$ cat src/rtl/fetch_pkg.sv
// Shared types and constants for the instruction-fetch sequencer.
package fetch_pkg;

  localparam int XLEN        = 32;
  localparam int INSTR_BYTES = 4;

  // Clears the byte-offset bits of a fetch address.
  localparam logic [XLEN-1:0] ALIGN_MASK = ~XLEN'(INSTR_BYTES - 1);

  typedef enum logic [2:0] {
    IDLE,
    REQ,
    WAIT,
    OUT,
    TRAP
  } fetch_state_t;

endpackage

$ cat src/rtl/fetch_ctrl.sv
// Instruction-fetch sequencer: owns the PC, keeps one imem request in flight, squashes wrong-path data.
// Optional FETCH_ALIGN_CHECK_EN traps on misaligned redirect targets instead of silently aligning them.
module fetch_ctrl
  import fetch_pkg::*;
#(
  parameter logic [XLEN-1:0] RESET_PC = 32'h0000_0000
) (
  input  logic            clk,
  input  logic            rst,
  output logic            imem_req,
  output logic [XLEN-1:0] imem_addr,
  input  logic            imem_ready,
  input  logic            imem_rvalid,
  input  logic [XLEN-1:0] imem_rdata,
  input  logic            redirect_valid,
  input  logic [XLEN-1:0] redirect_target,
  input  logic            stall,
  output logic            instr_valid,
  output logic [XLEN-1:0] instr,
  output logic [XLEN-1:0] instr_pc,
  output logic            misalign_trap
);

  // Handshakes: a request transfers on a cycle with imem_req && imem_ready; the
  // response is the single imem_rvalid pulse that follows; decode takes the
  // instruction on a cycle with instr_valid && !stall. redirect_valid wins over all.

  fetch_state_t    state_q, state_d;
  logic [XLEN-1:0] pc_q, pc_d;
  logic [XLEN-1:0] instr_q, instr_d;
  logic [XLEN-1:0] instr_pc_q, instr_pc_d;
  logic            kill_q, kill_d;

  logic [XLEN-1:0] tgt;
  logic            tgt_bad;

`ifdef FETCH_ALIGN_CHECK_EN
  assign tgt     = redirect_target;
  assign tgt_bad = |redirect_target[1:0];
`else
  assign tgt     = redirect_target & ALIGN_MASK;
  assign tgt_bad = 1'b0;
`endif

  always_comb begin
    state_d    = state_q;
    pc_d       = pc_q;
    kill_d     = kill_q;
    instr_d    = instr_q;
    instr_pc_d = instr_pc_q;

    unique case (state_q)
      IDLE: state_d = REQ;

      REQ: begin
        if (redirect_valid) begin
          pc_d = tgt;
          if (tgt_bad) begin
            state_d = TRAP;
          end else if (imem_ready) begin
            // Memory already took the old address; its answer must be dropped.
            kill_d  = 1'b1;
            state_d = WAIT;
          end
        end else if (imem_ready) begin
          state_d = WAIT;
        end
      end

      WAIT: begin
        if (redirect_valid) begin
          pc_d = tgt;
          if (tgt_bad) begin
            kill_d  = 1'b0;
            state_d = TRAP;
          end else if (imem_rvalid) begin
            kill_d  = 1'b0;
            state_d = REQ;
          end else begin
            kill_d = 1'b1;
          end
        end else if (imem_rvalid) begin
          kill_d = 1'b0;
          if (kill_q) begin
            state_d = REQ;
          end else begin
            instr_d    = imem_rdata;
            instr_pc_d = pc_q;
            state_d    = OUT;
          end
        end
      end

      OUT: begin
        if (redirect_valid) begin
          pc_d    = tgt;
          state_d = tgt_bad ? TRAP : REQ;
        end else if (!stall) begin
          pc_d    = pc_q + XLEN'(INSTR_BYTES);
          state_d = REQ;
        end
      end

      TRAP: state_d = TRAP;

      default: state_d = IDLE;
    endcase
  end

  always_ff @(posedge clk) begin
    if (!rst) begin
      state_q    <= IDLE;
      pc_q       <= RESET_PC;
      kill_q     <= 1'b0;
      instr_q    <= '0;
      instr_pc_q <= '0;
    end else begin
      state_q    <= state_d;
      pc_q       <= pc_d;
      kill_q     <= kill_d;
      instr_q    <= instr_d;
      instr_pc_q <= instr_pc_d;
    end
  end

  assign imem_req    = (state_q == REQ);
  assign imem_addr   = pc_q;
  assign instr_valid = (state_q == OUT) && !redirect_valid;
  assign instr       = instr_q;
  assign instr_pc    = instr_pc_q;

`ifdef FETCH_ALIGN_CHECK_EN
  assign misalign_trap = (state_q == TRAP);
`else
  assign misalign_trap = 1'b0;
`endif

endmodule

$ cat config.mk
export PLATFORM = sky130hd
export DESIGN_NAME = fetch_ctrl
export DESIGN_NICKNAME = d
export VERILOG_FILES = /design/src/rtl/fetch_pkg.sv /design/src/rtl/fetch_ctrl.sv
export SDC_FILE = /design/constraint.sdc
export NUM_CORES = 1
export LEC_CHECK = 0
export BUFFER_PORTS_ARGS = -buffer_cell sky130_fd_sc_hd__buf_2
export CORE_UTILIZATION = 40
export DETAILED_ROUTE_END_ITERATION = 8
export HOLD_SLACK_MARGIN = 0.06
export PLACE_DENSITY = 0.73
export SETUP_SLACK_MARGIN = 0.15
export SYNTH_ARGS = -nofsm -noshare
export SYNTH_HDL_FRONTEND = slang
export SYNTH_SLANG_ARGS = --single-unit
$ cat constraint.sdc
create_clock -name clk -period 3.35 [get_ports clk]
set_input_delay 0.335 -clock clk [delete_from_list [all_inputs] [get_ports clk]]
set_output_delay 0.335 -clock clk [all_outputs]
set_load 0.02 [all_outputs]
==> reports/results.txt <==
maximum net fanout on the critical path - 62
starting DRC count in detailed routing - 376
Post-DRT Antenna Nets - 0
Port Buffers - 161
register clock-pin slew on the reported worst setup and hold paths - 0.10 ns
capturing point of the worst reg2reg path - instr[29]
effective utilization at floorplan - 41.8%
Worst Path Required - 3.56 ns
ys async rst share - 0%
min setup slack post-route - 1.06 ns
source of the worst hold timing path - imem_rdata[13]
source-to-sink clock delay at the later pin of the worst-skew pair - 0.36 ns
netlist area before placement - 0.00435 mm²
gpl congestion - 0.823
most frequently used flop master after synthesis - dfxtp_1
number of unique standard cell types used by synthesis - 56
maximum buffer depth of the clock tree - 2
Crit. Startpoint - state_q[1]
Yosys warning total - 0
Core ar. - 0.0104 mm²
die height - 106 µm
sink count of the clock tree - 96
Clk Tree Root Cell - clkbuf_8
count of maximum capacitance violations - 0
power consumption - 2410 µW
Setup-failing EPs final - 0
crit path cell chain - nor2b_1 -> nand3b_1 -> or3_2 -> nand2_1 -> a21oi_1
Post-Syn Area per Cell - 7.58 µm²
start of the worst register-to-register path - state_q[1]
Crit path largest cell delay - 0.88 ns
synthesized instance count - 574
CTS Buf Count - 9
critical path class - reg2reg
post-detailed-placement cell area - 0.00518 mm²
VDD IR-drop max - 244 µV
crit path max-delay cell type - or3_2
largest net degree at the start of global routing - 63
CP top delay family - simple AND/OR/NAND/NOR gates
fmax - 436 MHz
transition time at the pin with the least slew margin - 1.08 ns
depth of the most critical reg-to-reg path - 5
via count of the first global-routing pass - 4149
post-layout minimum cycle time - 2.29 ns
status - finished clean
clock tree from TritonCTS - done
Area growth, synth to finish - 24.1%
setup total negative slack - 0 ns
vias per std cell - 5.38
number of buffer and inverter stages on the critical path - 0
number of levels in the clock H-tree - 3
number of hold-slack violations in the final timing report - 0
number of buffers added for setup after CTS - 0
Filler Cells Inserted - 1024
worst clock skew on the final layout - 0.0155 ns
Synth Register Bits - 96
wire length per cell after detailed routing - 14.7 µm
Gates resized, CTS repair - 0
remaining design rule violation count - 0
path category of the worst min-delay check - in2reg
share of final-layout standard cells stronger than drive strength 1 - 27.5%
post-cts hold buffer count - 0
Max transition margin - 27.7%
cell area after layout - 0.00540 mm²
arrival time worst endpoint - 2.50 ns
placement-stage worst setup slack - 1.08 ns
count of flip-flops with a built-in enable after synthesis - 0
Die W - 106 µm
number of iterations in the first detailed-routing pass - 5
placed wire-length estimate after detailed placement - 8750 µm
most frequent cells in the layout - nand2_1 (162), buf_2 (161), dfxtp_1 (96), a21oi_1 (84)
number of top-level pins - 169
Static Leak - 0.00229 µW
max-slew violation total from the final report - 0
startpoint type of the worst setup path - flip-flop
number of nets in the final layout - 781
r2r setup slk - 1.06 ns
share of the yosys chip area belonging to registers - 44.2%
site row count - 37
Global Route Usage Sum - 22.0%
overall overflow remaining after global route - 0
wire length of the first global-routing pass - 19800 µm
cell count of the worst hold path - 3
unrepaired setup endpoints after global routing - false
die area - 0.0113 mm²
commonest non-fill, non-tap cell in the layout - nand2_1
endpoint of the worst hold-timing path - instr[13]
endpoint kind of the worst setup timing path - flip-flop
via total after detailed routing - 4582
Pwr Density - 445 mW/mm²
antenna violations before repair - 1
ratio of final minimum period to clock period - 68.4%
total wire length - 12500 µm
Post-Route Hold Slack - 0.203 ns
[worst max-delay path by stage]
stage	slack [ns]	cells past startpoint	endpoint
after global placement	1.16	5	instr_pc[6]
after CTS	1.06	5	instr[29]
final	1.06	5	instr[29]
after global routing	0.89	5	instr[31]
after detailed placement	1.08	5	instr[29]
after floorplan	1.39	4	imem_addr[31]
[routing by layer]
metal	up-vias	track usage, %	wire length, µm
met3	14	3.62	830
met4	0	9.13	137
li1	2266	-	-
met2	173	37.7	6230
met1	2129	27.3	5270
met5	-	0	0
[synth_stat cells, types with 4 or more instances]
master     instances  area (µm²)
nand2_1          162         608
dfxtp_1           96        1920
a21oi_1           85         425
clkbuf_1          35         131
nand3_1           25         125
nor2_1            25        93.8
o21ai_0           19        95.1
nor3_1            14        70.1
and3_1             8        50.1
nor4_1             8        50.1
nand4_1            7        43.8
a31oi_1            5        31.3
buf_4              5        37.5
mux2i_1            5        50.1
o22ai_1            5        31.3
inv_1              4        15.0
o2bb2ai_1          4        35.0
[through the flow]
stage                     util [%]  std cells
after CTS                     51.9        850
after detailed placement      49.8        835
after global placement        49.8        835
final                         51.9        851
after global routing          51.9        851
after floorplan                  -        578
[flip-flops by register name (all words and copies together), names as in the netlist]
name,flops
imem_addr,30
instr,32
instr_pc,30
kill_q,1
state_q,3
[where the power goes]
part           total [µW]  internal [µW]  leakage [µW]  switching (µW)
Sequential           1250           1180      0.000779            68.6
Combinational         308            114       0.00140             194
Clock                 848            442      0.000110             406
Total                2410           1740       0.00229             668
[final cells by class]
type,instances,area [µm²],area share (%)
clock inverter,4,77.6,1.44
tap,136,170,3.15
inverter,4,15.0,0.278
sequential,96,1920,35.6
clock buffer,11,141,2.62
multi-input combinational,433,2230,41.3
antenna,1,2.50,0.0463
timing repair buffer,166,843,15.6
[cells by family (layout without fill, tap and decap cells)]
family / after synthesis / after routing / synth area share (%)
buffers and inverters: 49 / 185 / 5.29
adder cells (fa/ha/maj): 1 / 1 / 0.287
multiplexers: 5 / 5 / 1.15
flip-flops: 96 / 96 / 44.2
AO/OA/AOI/OAI: 143 / 143 / 19.1
AND/OR/NAND/NOR: 279 / 279 / 29.9
other: 1 / 6 / 0.0861
[worst reg2reg max path, stage by stage, from the launching register on]
cell and delay (ns):
dfxtp_1 0.50, nor2b_1 0.22, nand3b_1 0.17, or3_2 0.88
nand2_1 0.28, a21oi_1 0.09
No activity file was read; power rests on OpenSTA's default activity.
